## src/rtl/arm_decode_pkg.sv

```systemverilog
// Shared decode constants and types for the ARM decode stage.
// Covers opcode classes, DP opcode names, shift types and the registered field bundle.
package arm_decode_pkg;

    localparam logic [4:0] OP_LDST   = 5'b10000;
    localparam logic [4:0] OP_BRANCH = 5'b11000;
    localparam logic [4:0] OP_UNDEF  = 5'b11111;

    localparam logic [1:0] SH_LSL = 2'd0;
    localparam logic [1:0] SH_LSR = 2'd1;
    localparam logic [1:0] SH_ASR = 2'd2;
    localparam logic [1:0] SH_ROR = 2'd3;

    localparam logic [3:0] REG_LR = 4'd14;
    localparam logic [3:0] REG_PC = 4'd15;

    typedef enum logic [3:0] {
        DP_AND, DP_EOR, DP_SUB, DP_RSB, DP_ADD, DP_ADC, DP_SBC, DP_RSC,
        DP_TST, DP_TEQ, DP_CMP, DP_CMN, DP_ORR, DP_MOV, DP_BIC, DP_MVN
    } dp_op_e;

    typedef enum logic [1:0] {
        CLS_DP, CLS_LDST, CLS_BRANCH, CLS_UNDEF
    } instr_class_e;

    typedef struct packed {
        logic [3:0]  cond;
        logic [4:0]  opcode;
        logic        imm_op;
        logic [1:0]  shift_type;
        logic [3:0]  rotate_val;
        logic [4:0]  rm_shift;
        logic [7:0]  imm_val;
        logic [11:0] imm_off;
        logic [7:0]  rm_shift_sdt;
        logic [3:0]  rn;
        logic [3:0]  rd;
        logic [3:0]  rm;
        logic        set_flags;
        logic        is_load;
        logic        reg_write;
    } dec_fields_t;

    function automatic instr_class_e classify(input logic [31:0] instr);
        if (instr[27:26] == 2'b00)       return CLS_DP;
        else if (instr[27:26] == 2'b01)  return CLS_LDST;
        else if (instr[27:25] == 3'b101) return CLS_BRANCH;
        else                             return CLS_UNDEF;
    endfunction

endpackage

```

## src/rtl/arm_decode_stage_scoreboard.sv

```systemverilog
// Register-busy scoreboard: one pending-write bit per architectural register.
// A same-cycle set and clear of one bit resolves to set.
module arm_scoreboard
    import arm_decode_pkg::*;
#(
    parameter int NUM_REGS = 16,
    localparam int AW = $clog2(NUM_REGS)
) (
    input  logic                clk_i,
    input  logic                reset_i,
    input  logic                set_en_i,
    input  logic [AW-1:0]       set_addr_i,
    input  logic                clr_en_i,
    input  logic [AW-1:0]       clr_addr_i,
    input  logic [2:0][AW-1:0]  rd_addr_i,
    output logic [2:0]          rd_bit_o
);

    logic [NUM_REGS-1:0] sb_q, sb_d;

    always_comb begin
        sb_d = sb_q;
        if (clr_en_i) sb_d[clr_addr_i] = 1'b0;
        if (set_en_i) sb_d[set_addr_i] = 1'b1;
    end

    always_ff @(posedge clk_i) begin
        if (reset_i) sb_q <= '0;
        else         sb_q <= sb_d;
    end

    for (genvar p = 0; p < 3; p++) begin : g_rd
        assign rd_bit_o[p] = sb_q[rd_addr_i[p]];
    end

endmodule

```

## src/rtl/arm_decode_stage.sv

```systemverilog
// ARM decode stage: splits fetched instructions into shifter/ALU fields,
// holds RAW hazards against a register scoreboard and registers one instruction for execute.
module arm_decode_stage #(
    parameter int NUM_REGS    = 16,
    parameter int STALL_CNT_W = 16
) (
    input  logic                   clk,
    input  logic                   reset,
    input  logic [31:0]            instr_in,
    input  logic                   instr_valid,
    output logic                   instr_ready,
    input  logic                   flush,
    input  logic                   wb_valid,
    input  logic [3:0]             wb_addr,
    output logic                   out_valid,
    input  logic                   out_ready,
    output logic [3:0]             cond,
    output logic [4:0]             opcode,
    output logic                   immediateOperand,
    output logic [1:0]             shiftType,
    output logic [3:0]             rotateVal,
    output logic [4:0]             rm_shift,
    output logic [7:0]             immediateVal,
    output logic [11:0]            immediateOffset,
    output logic [7:0]             rm_shiftSDT,
    output logic [3:0]             rn_addr,
    output logic [3:0]             rd_addr,
    output logic [3:0]             rm_addr,
    output logic                   set_flags,
    output logic                   is_load,
    output logic                   reg_write,
    output logic [STALL_CNT_W-1:0] stall_cycles
);
    import arm_decode_pkg::*;

    instr_class_e cls;
    dp_op_e       dp_op;
    dec_fields_t  dec_d, dec_q;
    logic         uses_rn, uses_rm, uses_rd;
    logic [3:0]   dest;
    logic [2:0]   sb_bits;
    logic         hazard, slot_free, issue, stall_inc;
    logic         out_valid_d, out_valid_q;
    logic [STALL_CNT_W-1:0] stall_d, stall_q;

    always_comb begin
        cls   = classify(instr_in);
        dp_op = dp_op_e'(instr_in[24:21]);
        dec_d = '0;
        dec_d.cond         = instr_in[31:28];
        dec_d.shift_type   = instr_in[6:5];
        dec_d.rotate_val   = instr_in[11:8];
        dec_d.rm_shift     = instr_in[11:7];
        dec_d.imm_val      = instr_in[7:0];
        dec_d.imm_off      = instr_in[11:0];
        dec_d.rm_shift_sdt = instr_in[11:4];
        dec_d.rn           = instr_in[19:16];
        dec_d.rd           = instr_in[15:12];
        dec_d.rm           = instr_in[3:0];
        uses_rn = 1'b0;
        uses_rm = 1'b0;
        uses_rd = 1'b0;
        dest    = instr_in[15:12];
        case (cls)
            CLS_DP: begin
                dec_d.opcode    = {1'b0, instr_in[24:21]};
                dec_d.imm_op    = instr_in[25];
                dec_d.set_flags = instr_in[20];
                dec_d.reg_write = !(dp_op inside {DP_TST, DP_TEQ, DP_CMP, DP_CMN});
                uses_rn         = !(dp_op inside {DP_MOV, DP_MVN});
                uses_rm         = ~instr_in[25];
            end
            CLS_LDST: begin
                dec_d.opcode    = OP_LDST;
                dec_d.imm_op    = ~instr_in[25];
                dec_d.is_load   = instr_in[20];
                dec_d.reg_write = instr_in[20];
                uses_rn         = 1'b1;
                uses_rm         = instr_in[25];
                // A store reads its data register, so rd is a source here.
                uses_rd         = ~instr_in[20];
            end
            CLS_BRANCH: begin
                dec_d.opcode    = OP_BRANCH;
                dec_d.reg_write = instr_in[24];
                dest            = REG_LR;
            end
            default: begin
                dec_d.opcode    = OP_UNDEF;
                uses_rn         = 1'b1;
            end
        endcase
    end

    arm_scoreboard #(.NUM_REGS(NUM_REGS)) u_sb (
        .clk_i      (clk),
        .reset_i    (reset),
        .set_en_i   (issue && dec_d.reg_write && dest != REG_PC),
        .set_addr_i (dest),
        .clr_en_i   (wb_valid),
        .clr_addr_i (wb_addr),
        .rd_addr_i  ({dec_d.rd, dec_d.rm, dec_d.rn}),
        .rd_bit_o   (sb_bits)
    );

    // R15 reads the live PC, so it never waits on the scoreboard.
    assign hazard = (uses_rn && dec_d.rn != REG_PC && sb_bits[0])
                  | (uses_rm && dec_d.rm != REG_PC && sb_bits[1])
                  | (uses_rd && dec_d.rd != REG_PC && sb_bits[2]);

    assign slot_free   = ~out_valid_q | out_ready;
    assign instr_ready = ~reset & slot_free & ~hazard & ~flush;
    assign issue       = instr_valid & instr_ready;
    assign stall_inc   = instr_valid & slot_free & hazard & ~flush;

    always_comb begin
        out_valid_d = out_valid_q;
        if (flush)          out_valid_d = 1'b0;
        else if (issue)     out_valid_d = 1'b1;
        else if (out_ready) out_valid_d = 1'b0;
        stall_d = stall_q;
        if (stall_inc && stall_q != '1) stall_d = stall_q + STALL_CNT_W'(1);
    end

    always_ff @(posedge clk) begin
        if (reset) begin
            out_valid_q <= 1'b0;
            dec_q       <= '0;
            stall_q     <= '0;
        end else begin
            out_valid_q <= out_valid_d;
            stall_q     <= stall_d;
            if (issue) dec_q <= dec_d;
        end
    end

    assign out_valid        = out_valid_q;
    assign cond             = dec_q.cond;
    assign opcode           = dec_q.opcode;
    assign immediateOperand = dec_q.imm_op;
    assign shiftType        = dec_q.shift_type;
    assign rotateVal        = dec_q.rotate_val;
    assign rm_shift         = dec_q.rm_shift;
    assign immediateVal     = dec_q.imm_val;
    assign immediateOffset  = dec_q.imm_off;
    assign rm_shiftSDT      = dec_q.rm_shift_sdt;
    assign rn_addr          = dec_q.rn;
    assign rd_addr          = dec_q.rd;
    assign rm_addr          = dec_q.rm;
    assign set_flags        = dec_q.set_flags;
    assign is_load          = dec_q.is_load;
    assign reg_write        = dec_q.reg_write;
    assign stall_cycles     = stall_q;

endmodule
```

## config.mk

```make
export PLATFORM = sky130hd
export DESIGN_NAME = arm_decode_stage
export DESIGN_NICKNAME = d
export VERILOG_FILES = /design/src/rtl/arm_decode_pkg.sv /design/src/rtl/arm_decode_stage_scoreboard.sv /design/src/rtl/arm_decode_stage.sv
export SDC_FILE = /design/constraint.sdc
export NUM_CORES = 1
export LEC_CHECK = 0
export CORE_ASPECT_RATIO = 2
export CORE_MARGIN = 2
export CORE_UTILIZATION = 46
export CTS_CLUSTER_SIZE = 24
export DETAILED_ROUTE_END_ITERATION = 7
export GPL_ROUTABILITY_DRIVEN = 0
export GPL_TIMING_DRIVEN = 0
export PLACE_DENSITY = 0.84
export SKIP_LAST_GASP = 1
export SYNTH_ARGS = -nofsm -noshare
export SYNTH_HDL_FRONTEND = slang
export SYNTH_SLANG_ARGS = --single-unit
export TNS_END_PERCENT = 1
```

## constraint.sdc

```tcl
create_clock -name clk -period 2.8 [get_ports clk]
set_input_delay 0.56 -clock clk [delete_from_list [all_inputs] [get_ports clk]]
set_output_delay 0.56 -clock clk [all_outputs]
set_load 0.1 [all_outputs]
```

# Yosys cells after proc, flatten, opt, wreduce, memory -nomap -nowiden
# Index checks and enable logic that the tools add are counted.
# op_classes
add_sub_neg,1
reduce_logical,19
n_mul,0
magnitude_cmp,7
n_eq_ne,15
mux,26
bitwise_logic,19
div,0
n_shift,0
# ops
op,n
$mux W16,2
$lt A4 B5 Y1 const B,5
$eq A4 B4 Y1 const B,6
$add A16 B1 Y16 const B,1
$and A16 B16 Y16,1
$ne A16 B16 Y1 const B,1
$ne A4 B4 Y1 const B,4
$not A16 Y16,1
$or A16 B16 Y16,1
$pmux W5 S3,1
$bmux W1 S4,3
$logic_and A1 B1 Y1,11
$mux W1,11
$demux W1 S4,2
$ge A4 B1 Y1 const B,2
$and A1 B1 Y1,7
$not A1 Y1,6
$pmux W1 S2,3
$eq A2 B1 Y1 const B,2
$logic_not A2 Y1,2
$mux W2,2
$mux W4,1
$reduce_bool A2 Y1,2
$reduce_bool A4 Y1,1
6 further kinds,9
# totals
wordCells,105
ff_bits,97
latchBits,0
inputBits,42
ramBits,0
mem_bits_ro,0
n_memories,0
output_inout_bits,82

# Longest topological paths before layout
# Gate-level depths: netlist of the first run.
# depth
ltp_word,17
ltp_mapped,10
ltp_nobuf,7

# Hierarchy
# A second synthesis of the first run with hierarchy kept.
# unflattened
hier_cells,417
hier_area_um2,3578.4
# by_module_without_submodules
module,cells_each,area_each_um2,n_inst
arm_decode_stage,313,2493.6,1
arm_scoreboard,104,1084.8,1

# Worst setup path before layout of the first run
# Ideal clock, no wire load.
# synth_timing
kind,input -> output
from,input port instr_in[17]
to,output port instr_ready
path_buffers,2
setup_slack_ps,-2456
cell_stages,7
required_time_ps,2240
t_arrival_ps,4696
cell_sequence,buf_6 mux4_1 mux2i_1 a2bb2oi_2 o221ai_2 buf_2 nor4_1
# synth_between
elab_chain_cells,8
word_cells_on_any_way,10
cone_classes,1 x eq/ne; 2 x mux; 5 x bitwise; 2 x reduce/logical
# synth_rtl
item,line_no,text
from (decl),arm_decode_stage.sv:9,"input logic [31:0] instr_in,"
$bmux W1 S4 / $ne A4 B4 Y1 (equally long branches),"arm_decode_stage_scoreboard.sv:33, arm_decode_stage.sv:107",
$mux W1 (implied by the code) / $logic_and A1 B1 Y1 (equally long branches),"arm_decode_stage_scoreboard.sv:33, arm_decode_stage.sv:107",
$logic_and A1 B1 Y1 (*),arm_decode_stage.sv:107,assign hazard = (uses_rn && dec_d.rn != REG_PC && sb_bits[0])
$or A1 B1 Y1 (*),arm_decode_stage.sv:108,| (uses_rm && dec_d.rm != REG_PC && sb_bits[1])
$or A1 B1 Y1 (*),arm_decode_stage.sv:109,| (uses_rd && dec_d.rd != REG_PC && sb_bits[2]);
$not A1 Y1 (*),arm_decode_stage.sv:112,assign instr_ready = ~reset & slot_free & ~hazard & ~flush;
$and A1 B1 Y1 (*) (2 in a row),arm_decode_stage.sv:112,
to (decl),arm_decode_stage.sv:11,"output logic instr_ready,"
# Mark *: on every way between the ends. The rest lies on a longest branch, timed or not. The select of a mux whose other input is x is not followed.

# Worst setup path after layout of the first run
# layout_timing
from,register u_sb.sb_q[3]
to,output port instr_ready
# layout_between
elab_chain_cells,8
word_cells_on_any_way,14
cone_classes,6 x mux; 5 x bitwise; 3 x reduce/logical
# layout_rtl
item,line_no,text
from (decl),arm_decode_stage_scoreboard.sv:19,"logic [NUM_REGS-1:0] sb_q, sb_d;"
from (signal assigned),arm_decode_stage_scoreboard.sv:28,if (reset_i) sb_q <= '0;
from (signal assigned),arm_decode_stage_scoreboard.sv:29,else sb_q <= sb_d;
$bmux W1 S4,arm_decode_stage_scoreboard.sv:33,assign rd_bit_o[p] = sb_q[rd_addr_i[p]];
$mux W1 (implied by the code),arm_decode_stage_scoreboard.sv:33,
$logic_and A1 B1 Y1 (on tied branches),"arm_decode_stage.sv:107, arm_decode_stage.sv:108",
$or A1 B1 Y1,arm_decode_stage.sv:108,
$or A1 B1 Y1 (*),arm_decode_stage.sv:109,
$not A1 Y1 (*),arm_decode_stage.sv:112,
$and A1 B1 Y1 (*) (2 in a row),arm_decode_stage.sv:112,
# Marks and branches as above.

==> results.md, run 1 <==
- Die ar.: 0.00883 mm^2
- DP Worst Slack: -1.53 ns
- First-pass GRT wire length: 19300 um
- CP peak stage delay: 0.50 ns
- Largest net degree at the start of global routing: 11
- Post-synth cell types: 51
- Core Area: 0.00789 mm^2
- CTS tree: built
- Antenna-violating nets left: 0
- Failing checks: setup timing
- Clock skew: 0.00495 ns
- GRT overflow: 0
- Max-slew violation count: 0
- Nets: 595
- Sink Count: 66
- R2R Path Start: u_sb.sb_q[3]
- Routed wire length: 12500 um
- Avg Cell Area, Syn: 8.89 um^2
- Remaining DRCs: 0
- First-pass detailed-route iteration total: 6
- Asr flop ratio synth: 0%
- Outcome: finished, violations left
- Routed wire per std cell: between 15 and 20 um
- Clock buffer depth: 2
- Hold_sp: cond[3]
- Initial core utilization: 47.0%
- Max_slew headroom: 32.7%
- P&R area growth vs syn: 46.4%
- Critical Path AT: 2.24 ns
- Reg2Reg Setup Slack: 0.06 ns
- Post-synthesis mux area share: 10.3%
- Cell area power density: 488 mW/mm^2
- Crit path capture type: output port
- Lkg Pwr: about 1.9 nW
- Core Util, Final: 68.8%
- R2R Path End: immediateOperand
- Die Y: 131 um
- # diodes: 0
- Worst Max-Slew Pin Slew: 1.01 ns
- Xor-xnor portion of the synthesized cell area: 0.236%
- Post-route minimum period: between 2 and 3 ns
- RSZ-0062 raised after global routing: yes
- Synth Area in Simple Gates: between 10% and 20%
- Clock Pin Slew Worst Setup and Hold Paths: 0.05 ns
- Synth Warn #: 0
- Layout filler cell count: 627
- Final HPWL DP: 8930 um
- FP Rows: 46
- DR vias/cell: 6.19
- H-tree Lvls: 3
- WHS Endpoint: cond[3]
- Synth Area in Compound Gates: 23.1%
- Seq/Total Area, Yosys: 35.7%
- Largest family of logic cells by synthesized area: compound AO/OA/AOI/OAI gates
- Initial antenna violation count: 0
- Mapped Cells: ~420
- Proportion of layout cells with a drive suffix above 1: 17.6%
- Number of global-route vias before repair: slightly below 4000
- Crit-path max FO: 4
- TritonCTS Buffers: 9
- Setup WS post-layout: -0.00259 ns
- Die Wd: 67.5 um
- Total number of vias: between 4000 and 5000
- CTS root buf: clkbuf_16
- Synth Register Bits: 66
- WS Path Type: flop to output port
- Commonest non-fill, non-tap cell in the layout: clkdlybuf4s50_1
- Main synth FF type: dfxtp_1
- CP cell instances: mux4_2 -> mux2i_2 -> o32a_1 -> o221ai_4 -> nor4_4 -> buf_6
- Period utilisation layout: 100%
- Synth Cell Area: 0.00371 mm^2
- First DRT Iteration DRCs: 336
- Critical Path Slowest Stage Cell: mux4_2
- Worst R2R Path Depth: 10
- CTS Hold Bufs: 0
- Critical Path RT: around 2.2 ns
- Most frequent cells in the layout: clkdlybuf4s50_1, dfxtp_1, a21oi_1
- Number of flops mapped to enable cells by yosys: 0
- I/O Buffers: 118
- Max Cap Viol: 0
- F_max: 357 MHz
- Min-Delay Path Depth: 2
- Worst hold path type: flop to flop
- Startpoint types: flop
- Tot Pwr: 2.65 mW
- Synth Net Count: 460
- Total GRT Usage: 28.9%
- Setup violators final: 1
- Final Hold Violating Endpoints: 0
- Worst IR Drop VDD: 463 uV
- Worst skew pair latency: between 0.3 and 0.4 ns
- Ports: around 120
- Synth Area in Adders: less than 1%
==> report_power, final <==
part	switching (mW)	internal (mW)	total (mW)
clock network	0.400	0.705	1.10
logic	0.395	0.175	0.571
registers	0.0139	0.958	0.971
==> worst max-delay path: cells and delay by family (launching register included) <==
family / cells / cell delay, ns
multiplexers: 2 / 0.69
buffers and inverters: 1 / 0.26
AO/OA/AOI/OAI: 2 / 0.42
AND/OR/NAND/NOR: 1 / 0.17
flip-flops: 1 / 0.36
==> area by class of cell <==
type,count,area (um^2),share of cell area (%)
Multi-Input combinational cell,282,2020,37.2
Timing Repair Buffer,125,1220,22.5
Sequential cell,66,1320,24.4
Buffer,62,434,8.00
Clock buffer,12,246,4.54
Tap cell,96,120,2.21
Inverter,6,22.5,0.415
Clock inverter,3,40.0,0.738
==> repair_timing <==
item / 4_1_cts / 5_1_grt
resized for setup: 26 / 26
setup endpoints to repair: 35 / 3
setup buffers: 1 / 6
pin swaps: 0 / 5
==> cells by family (layout without fill, tap and decap cells) <==
group           count (synthesis)  in the layout
simple gates                  123            123
fa+ha+maj                       1              1
buf+inv                        69            208
compound gates                134            134
mux                            23             23
flops                          66             66
xor+xnor                        1              1
==> sequential cells by signal, summed over array words and instances, names as in the netlist <==
register / count
out_valid: 1
set_flags: 1
rm_shift: 1
rotateVal: 4
u_sb.sb_q: 16
rd_addr: 4
opcode: 5
reg_write: 1
is_load: 1
immediateOperand: 1
cond: 4
shiftType: 1
stall_cycles: 16
immediateVal: 6
rn_addr: 4
==> layer usage <==
layer | share of wire [%] | track usage [%] | wire length (um)
met1 | 34 | 30.3 | 4240
met2 | 54 | 50.7 | 6740
met3 | 6.6 | 4.97 | 823
met4 | 5.6 | 19.3 | 707
met5 | 0 | 0 | 0
==> how the worst max path moves through the flow <==
stage / from / endpoint
floorplan: instr_in[17] / instr_ready
global route: instr_in[27] / instr_ready
global placement: instr_in[13] / instr_ready
finish: u_sb.sb_q[3] / instr_ready
CTS: instr_in[15] / instr_ready
detailed placement: instr_in[13] / instr_ready
==> Yosys cell counts, drive strengths merged, types with 3 or more instances <==
| cell type | instances | area [um^2] |
|---|---|---|
| nand3 | 40 | 213 |
| a311oi | 5 | 43.8 |
| nor2b | 5 | 31.3 |
| o31ai | 19 | 143 |
| nand4 | 6 | 37.5 |
| nor3b | 3 | 22.5 |
| mux4 | 11 | 255 |
| nand3b | 6 | 45.0 |
| nor2 | 12 | 45.0 |
| buf | 45 | 343 |
| dfxtp | 66 | 1320 |
| o21ai | 29 | 145 |
| nand2 | 18 | 70.1 |
| mux2 | 5 | 56.3 |
| nand2b | 7 | 43.8 |
| inv | 5 | 18.8 |
| o311ai | 3 | 26.3 |
| mux2i | 7 | 70.1 |
| o41ai | 6 | 52.6 |
| or4 | 13 | 97.6 |
| and3 | 6 | 37.5 |
| clkbuf | 18 | 67.6 |
| a21oi | 50 | 250 |
| o211ai | 9 | 67.6 |
==> stage by stage <==
step / cell area (um^2) / TNS [ns] / std cells / hold WS, ns
2_1_floorplan: 3720 / -0.668 / 417 / 0.437
3_3_place_gp: 5020 / -16.80 / 631 / 0.461
3_5_place_dp: 5020 / -20.40 / 631 / 0.466
4_1_cts: 5350 / -0.246 / 647 / 0.475
5_1_grt: 5430 / -0.103 / 652 / 0.481
6_report: 5430 / -0.00259 / 652 / 0.474
(Power assumes the default switching activity.)
==> run 2, diff against run 1 <==
--- a/config.mk
+++ b/config.mk
@@ -5,14 +5,15 @@
 export SDC_FILE = /design/constraint.sdc
 export NUM_CORES = 1
 export LEC_CHECK = 0
+export ABC_AREA = 1
 export CORE_ASPECT_RATIO = 2
 export CORE_MARGIN = 2
-export CORE_UTILIZATION = 46
+export CORE_UTILIZATION = 47
 export CTS_CLUSTER_SIZE = 24
 export DETAILED_ROUTE_END_ITERATION = 7
 export GPL_ROUTABILITY_DRIVEN = 0
 export GPL_TIMING_DRIVEN = 0
-export PLACE_DENSITY = 0.84
+export PLACE_DENSITY = 0.85
 export SKIP_LAST_GASP = 1
 export SYNTH_ARGS = -nofsm -noshare
 export SYNTH_HDL_FRONTEND = slang
==> run 2 against run 1 <==
  * The flow now finishes without violations
  * Synthesized cell count is 38% higher
  * Wire length up 1.2%
  * Register-to-register slack gained 0.80 ns
  * Power grew 2.6%
  * Fmax increased by 2.3%
  * Area after synthesis is 2.5% higher
  * Clock-buffer cell count rose by 1
  * Non-clock buffer count down 15
  * Sequential cell count unchanged
  * Largest cell class unchanged
  * Highest routed layer unchanged
==> results.md, run 2 <==
- Outcome: completed
- Initial core utilization: 48.2%
- Worst IR Drop VDD: 329 uV
- Proportion of layout cells with a drive suffix above 1: 10.8%
- Ports: around 120
- Synth Net Count: 617
- Avg Cell Area, Syn: 6.62 um^2
- RSZ-0062 raised after global routing: no
- Total number of vias: 4369
- Total GRT Usage: 29.7%
- First DRT Iteration DRCs: 320
- Worst skew pair latency: 0.33 ns
- Most frequent cells in the layout: nand2_1, clkdlybuf4s50_1, dfxtp_1
- Routed wire per std cell: 15.8 um
- Startpoint types: input pin
- Final HPWL DP: 9800 um
- Die Y: 131 um
- Nets: about 750
- Critical Path AT: 2.18 ns
- Synth area leader: dfxtp_1
- Top cells by area, synth: dfxtp_1, nand2_1, buf_4
- Buf/Inv on CP: 3
- CP cell instances: clkdlybuf4s50_1 -> nand2_1 -> nor3_1 -> nor3_1 -> nand3_2 -> nand4_4 -> inv_1 -> buf_12
- Initial antenna violation count: 1
- Final Hold Violating Endpoints: 0
- Worst hold path type: flop to flop
- Number of global-route vias before repair: 4239
- CP peak stage delay: 0.61 ns
- Worst Max-Slew Pin Slew: 1.00 ns
- I/O Buffers: 119
- Clock Pin Slew Worst Setup and Hold Paths: 0.05 ns
- Routed wire length: approximately 13000 um
- Cell area after layout: 0.00540 mm^2
- GRT overflow: 0
- Post-route minimum period: about 2.7 ns
- F_max: 365 MHz
- First-pass detailed-route iteration total: 5
- Clock skew: approximately 0.0054 ns
- Asr flop ratio synth: 0%
- Core Util, Final: 68.4%
- Critical Path Slowest Stage Cell: clkdlybuf4s50_1
- Crit path capture type: output port
- CTS Hold Bufs: 0
- Mapped Cells: 574
- Largest net degree at the start of global routing: 11
- Seq/Total Area, Yosys: 34.8%
- Max Cap Viol: 0
- CTS root buf: clkbuf_16
- Main synth FF type: dfxtp_1
- Synth Warn #: 0
- Sink Count: 66
- DR vias/cell: around 5.4
- Die Wd: 67.6 um
- Period utilisation layout: 97.9%
- Crit-path max FO: 6
- Synth Cell Area: 0.00380 mm^2
- Synth Register Bits: 66
- First-pass GRT wire length: 20100 um
- Critical Path RT: 2.24 ns
- CTS tree: built
- Clock buffer depth: 2
- Max_slew headroom: 32.8%
- H-tree Lvls: 3
- Die ar.: between 0.008 and 0.009 mm^2
- WS Path Type: input pin to output port
- FP Rows: 46
- Dpl cell area: 0.00511 mm^2
- CP most frequent cell: nor3_1
- Antenna-violating nets left: 0
- Number of flops mapped to enable cells by yosys: 0
- TritonCTS Buffers: 9
- CP top delay family: buffers and inverters
- Core Area: 0.00789 mm^2
- Max-slew violation count: 0
- P&R area growth vs syn: 42.1%
- Synth cell count leaders: nand2_1, dfxtp_1, nor2_1
- Most common cell in the netlist: nand2_1
- Lkg Pwr: 2.19 nW
- Remaining DRCs: 0
- Commonest non-fill, non-tap cell in the layout: nand2_1
- Layout filler cell count: 670
- Yosys top cell area share: roughly a third
- Post-synth cell types: 32
- Cell area power density: around 500 mW/mm^2
- Setup violators final: 0
- Hold WS: about 0.47 ns
==> run 2: repair_timing <==
action,CTS,global route
setup endpoints to repair,1,1
buffers inserted,0,0
gates resized for setup,11,6
hold endpoints to repair,0,0
pin swaps,0,0
==> run 2: per-stage QoR <==
step           TNS (ns)  std cells  power (mW)  worst slack (ns)
2_1_floorplan         0        574        1.51             0.329
3_3_place_gp      -1.28        789        1.71            -0.950
3_5_place_dp      -1.87        789        1.72            -0.974
4_1_cts               0        802        2.72            0.0211
5_1_grt               0        803        2.80            0.0189
6_report              0        803        2.72            0.0594
==> run 2: worst reg2reg max path: stages, from the launching register on <==
cell and delay [ns]:
dfxtp_1 0.40, inv_1 0.09, nor3_1 0.29, nand2_1 0.16, nor3_2 0.23, nand2_1 0.11, nand2_2 0.16, buf_4 0.20
nand2_1 0.06, a21oi_1 0.16
==> run 2: worst paths after layout <==
kind | from | to | slack, ns | cells past startpoint
setup / recovery | instr_in[2] | instr_ready | 0.06 | 8
hold / removal | reg_write | reg_write | 0.47 | 2
setup reg to reg | stall_cycles[4] | stall_cycles[9] | 0.86 | 9
hold reg to reg | reg_write | reg_write | 0.47 | 2
==> run 2: cells by family after synthesis <==
kind of cell    Yosys count  synth area share [%]
simple gates            285                  33.0
buf+inv                 101                  14.3
fa+ha+maj                 1                 0.329
xor+xnor                 13                  3.00
compound gates          108                  14.6
flops                    66                  34.8
==> run 2: power breakdown <==
| part | internal (mW) | switching (mW) |
|---|---|---|
| Sequential | 0.965 | 0.0207 |
| Clock | 0.632 | 0.378 |
| Combinational | 0.199 | 0.521 |
==> run 2: final cells by class <==
type | instances | area [um^2] | area share [%]
tap | 96 | 120 | 2.23
inverter | 48 | 188 | 3.48
sequential | 66 | 1320 | 24.5
timing repair buffer | 119 | 1200 | 22.3
antenna | 1 | 2.50 | 0.0464
buffer | 53 | 360 | 6.68
clock buffer | 13 | 260 | 4.82
multi-input combinational | 407 | 1940 | 35.9
==> run 2: per-layer routing <==
layer	vias up	share of wire, %	track usage (%)
met3	47	4.3	4.62
met5	-	0	0
met4	0	4.9	16.1
li1	2106	-	-
met1	2036	34	29.2
met2	180	57	55.1
==> run 3, diff against run 2 <==
--- a/config.mk
+++ b/config.mk
@@ -8,12 +8,12 @@
 export ABC_AREA = 1
 export CORE_ASPECT_RATIO = 2
 export CORE_MARGIN = 2
-export CORE_UTILIZATION = 47
+export CORE_UTILIZATION = 42
 export CTS_CLUSTER_SIZE = 24
 export DETAILED_ROUTE_END_ITERATION = 7
 export GPL_ROUTABILITY_DRIVEN = 0
 export GPL_TIMING_DRIVEN = 0
-export PLACE_DENSITY = 0.85
+export PLACE_DENSITY = 0.81
 export SKIP_LAST_GASP = 1
 export SYNTH_ARGS = -nofsm -noshare
 export SYNTH_HDL_FRONTEND = slang
==> constraint.sdc (replaced) <==
create_clock -name clk -period 2.3 [get_ports clk]
set_input_delay 0.46 -clock clk [delete_from_list [all_inputs] [get_ports clk]]
set_output_delay 0.46 -clock clk [all_outputs]
set_load 0.1 [all_outputs]
==> run 3 against run 2 <==
  * The flow now finishes with violations (setup timing)
  * Register-to-register slack worse by 0.54 ns
  * Hold slack about the same
  * Die area increased by 11%
  * Largest cell class unchanged
  * Sequential power rose by 22%
  * Highest routed layer unchanged
  * Critical endpoint unchanged
  * Wire length increased by 1.1%
  * Combinational power grew 22%
  * Critical path type unchanged
  * Final cell count rose by 1.0%
==> results.md, run 3 (synthesized netlist as in run 2, its figures left out) <==
- FP Rows: between 40 and 50
- CTS tree: built
- F_max: a little over 400 MHz
- I/O Buffers: 119
- WS Path Type: input pin to output port
- Clock skew: 0.00737 ns
- Failing checks: setup timing
- Layout filler cell count: a little over 800
- Period utilisation layout: 107%
- Antenna-violating nets left: 0
- Startpoint types: input pin
- Sink Count: 66
- Initial antenna violation count: 0
- Outcome: finished, violations left
- Crit path capture type: output port
- Final HPWL DP: around 10000 um
- Proportion of layout cells with a drive suffix above 1: 12.4%
- CTS root buf: clkbuf_16
- Initial core utilization: 42.7%
- Number of global-route vias before repair: 4197
- Core Area: 0.00889 mm^2
- Lkg Pwr: 2.22 nW
- Critical Path RT: 1.84 ns
- Worst hold path type: flop to flop
- Met3 usage: 3.94%
- GRT met1 Usage: 23.1%
- Die Y: 138 um
- Final Hold Violating Endpoints: 0
- Routed wire length: 12800 um
- CP top delay family: buffers and inverters
- Max Cap Viol: 0
- Critical Path AT: 2.01 ns
- CP peak stage delay: 0.58 ns
- Setup violators final: 53
- CP cell instances: clkdlybuf4s50_1 -> nand2_1 -> nor2_2 -> nor4_2 -> nand2_2 -> nand4_4 -> inv_1 -> buf_12
- GRT overflow: 0
- Cell area after layout: between 0.005 and 0.006 mm^2
- Nets: 748
- DR vias/cell: about 5.3
- Tot Pwr: 3.42 mW
- Worst IR Drop VDD: 369 uV
- Total GRT Usage: 25.6%
- First DRT Iteration DRCs: 228
- Commonest non-fill, non-tap cell in the layout: nand2_1
- Die Wd: 71.2 um
- TritonCTS Buffers: 9
- Buf/Inv on CP: 3
- Most frequent cells in the layout: nand2_1, clkdlybuf4s50_1, dfxtp_1
- Total number of vias: 4298
- Grt peak-use layer: met2
- Hold WS: around 0.47 ns
- Post-route minimum period: 2.47 ns
- First-pass detailed-route iteration total: 7
- Clock Pin Slew Worst Setup and Hold Paths: 0.05 ns
- Worst Max-Slew Pin Slew: 1.01 ns
- Crit-path max FO: 5
- First-pass GRT wire length: 19900 um
- Cell area power density: ~630 mW/mm^2
- M2 GR Usage: approximately 48%
- P&R area growth vs syn: 43.4%
- RSZ-0062 raised after global routing: yes
- Max-slew violation count: 0
- Worst skew pair latency: 0.33 ns
- Ports: 124
- Dpl cell area: 0.00512 mm^2
- Largest net degree at the start of global routing: 11
- Clock buffer depth: 2
- Setup WS post-layout: -0.168 ns
- # diodes: 0
- Die ar.: 0.00986 mm^2
- H-tree Lvls: 3
- Core Util, Final: 61.3%
- Routed wire per std cell: 15.8 um
- Remaining DRCs: 0
- Max_slew headroom: 32.2%
- Critical Path Slowest Stage Cell: clkdlybuf4s50_1
==> run 3: changes by cell type in the layout (fill, tap and decap cells not counted), moves of 2 or more <==
cell	previous run	this run
dlygate4sd2_1	2	6
clkinv_2	0	2
dfxtp_2	0	6
dfxtp_1	66	60
clkdlybuf4s50_1	114	111
==> run 3: repair_timing <==
| action | 4_1_cts | 5_1_grt |
|---|---|---|
| hold buffers | 0 | 0 |
| setup buffers | 1 | 0 |
| resized for setup | 20 | 2 |
| pin swaps | 1 | 0 |
| setup endpoints to repair | 113 | 107 |
| endpoints found under the hold margin | 0 | 0 |
==> run 3: report_power, final <==
group | switching, mW | internal (mW) | total, mW
Clock | 0.476 | 0.858 | 1.33
Sequential | 0.0256 | 1.17 | 1.20
Combinational | 0.639 | 0.242 | 0.881
Total | 1.14 | 2.28 | 3.42
==> run 3: worst paths after layout <==
check | start | to | slack, ns | depth (start not counted)
worst max-delay path | instr_in[14] | instr_ready | -0.17 | 8
worst min-delay path | reg_write | reg_write | 0.47 | 2
worst max register to register | stall_cycles[0] | stall_cycles[15] | 0.32 | 7
worst min register to register | reg_write | reg_write | 0.47 | 2
==> run 3: final cells by class <==
class	instances	area (um^2)	share of cell area (%)
inverters	48	185	3.40
clock inverters	3	40.0	0.735
flip-flops and latches	66	1330	24.4
repair buffers	120	1200	22.1
multi-input cells	407	1950	35.9
clock buffers	12	246	4.53
plain buffers	53	360	6.62
well taps	102	128	2.34
==> run 3: worst register-to-register path, stage by stage (launching register included) <==
cell,delay [ns]
dfxtp_1,0.42
inv_1,0.11
nor3_1,0.47
nand2_1,0.25
nor4_1,0.28
xor2_1,0.19
nand2_1,0.07
a21oi_1,0.12
==> run 3: layer usage <==
| metal | wire length, um | share of wire, % |
|---|---|---|
| met3 | 456 | 3.6 |
| met1 | 4340 | 34 |
| met2 | 7170 | 56 |
| met4 | 835 | 6.5 |
| met5 | 0 | 0 |
==> run 3: per-stage QoR <==
stage	instances	setup TNS (ns)	setup WS (ns)
after detailed placement	795	-26.39	-1.26
after global routing	811	-8.72	-0.213
after CTS	811	-5.92	-0.177
final	811	-5.34	-0.168
after floorplan	574	0	0.0173
after global placement	795	-25.15	-1.27
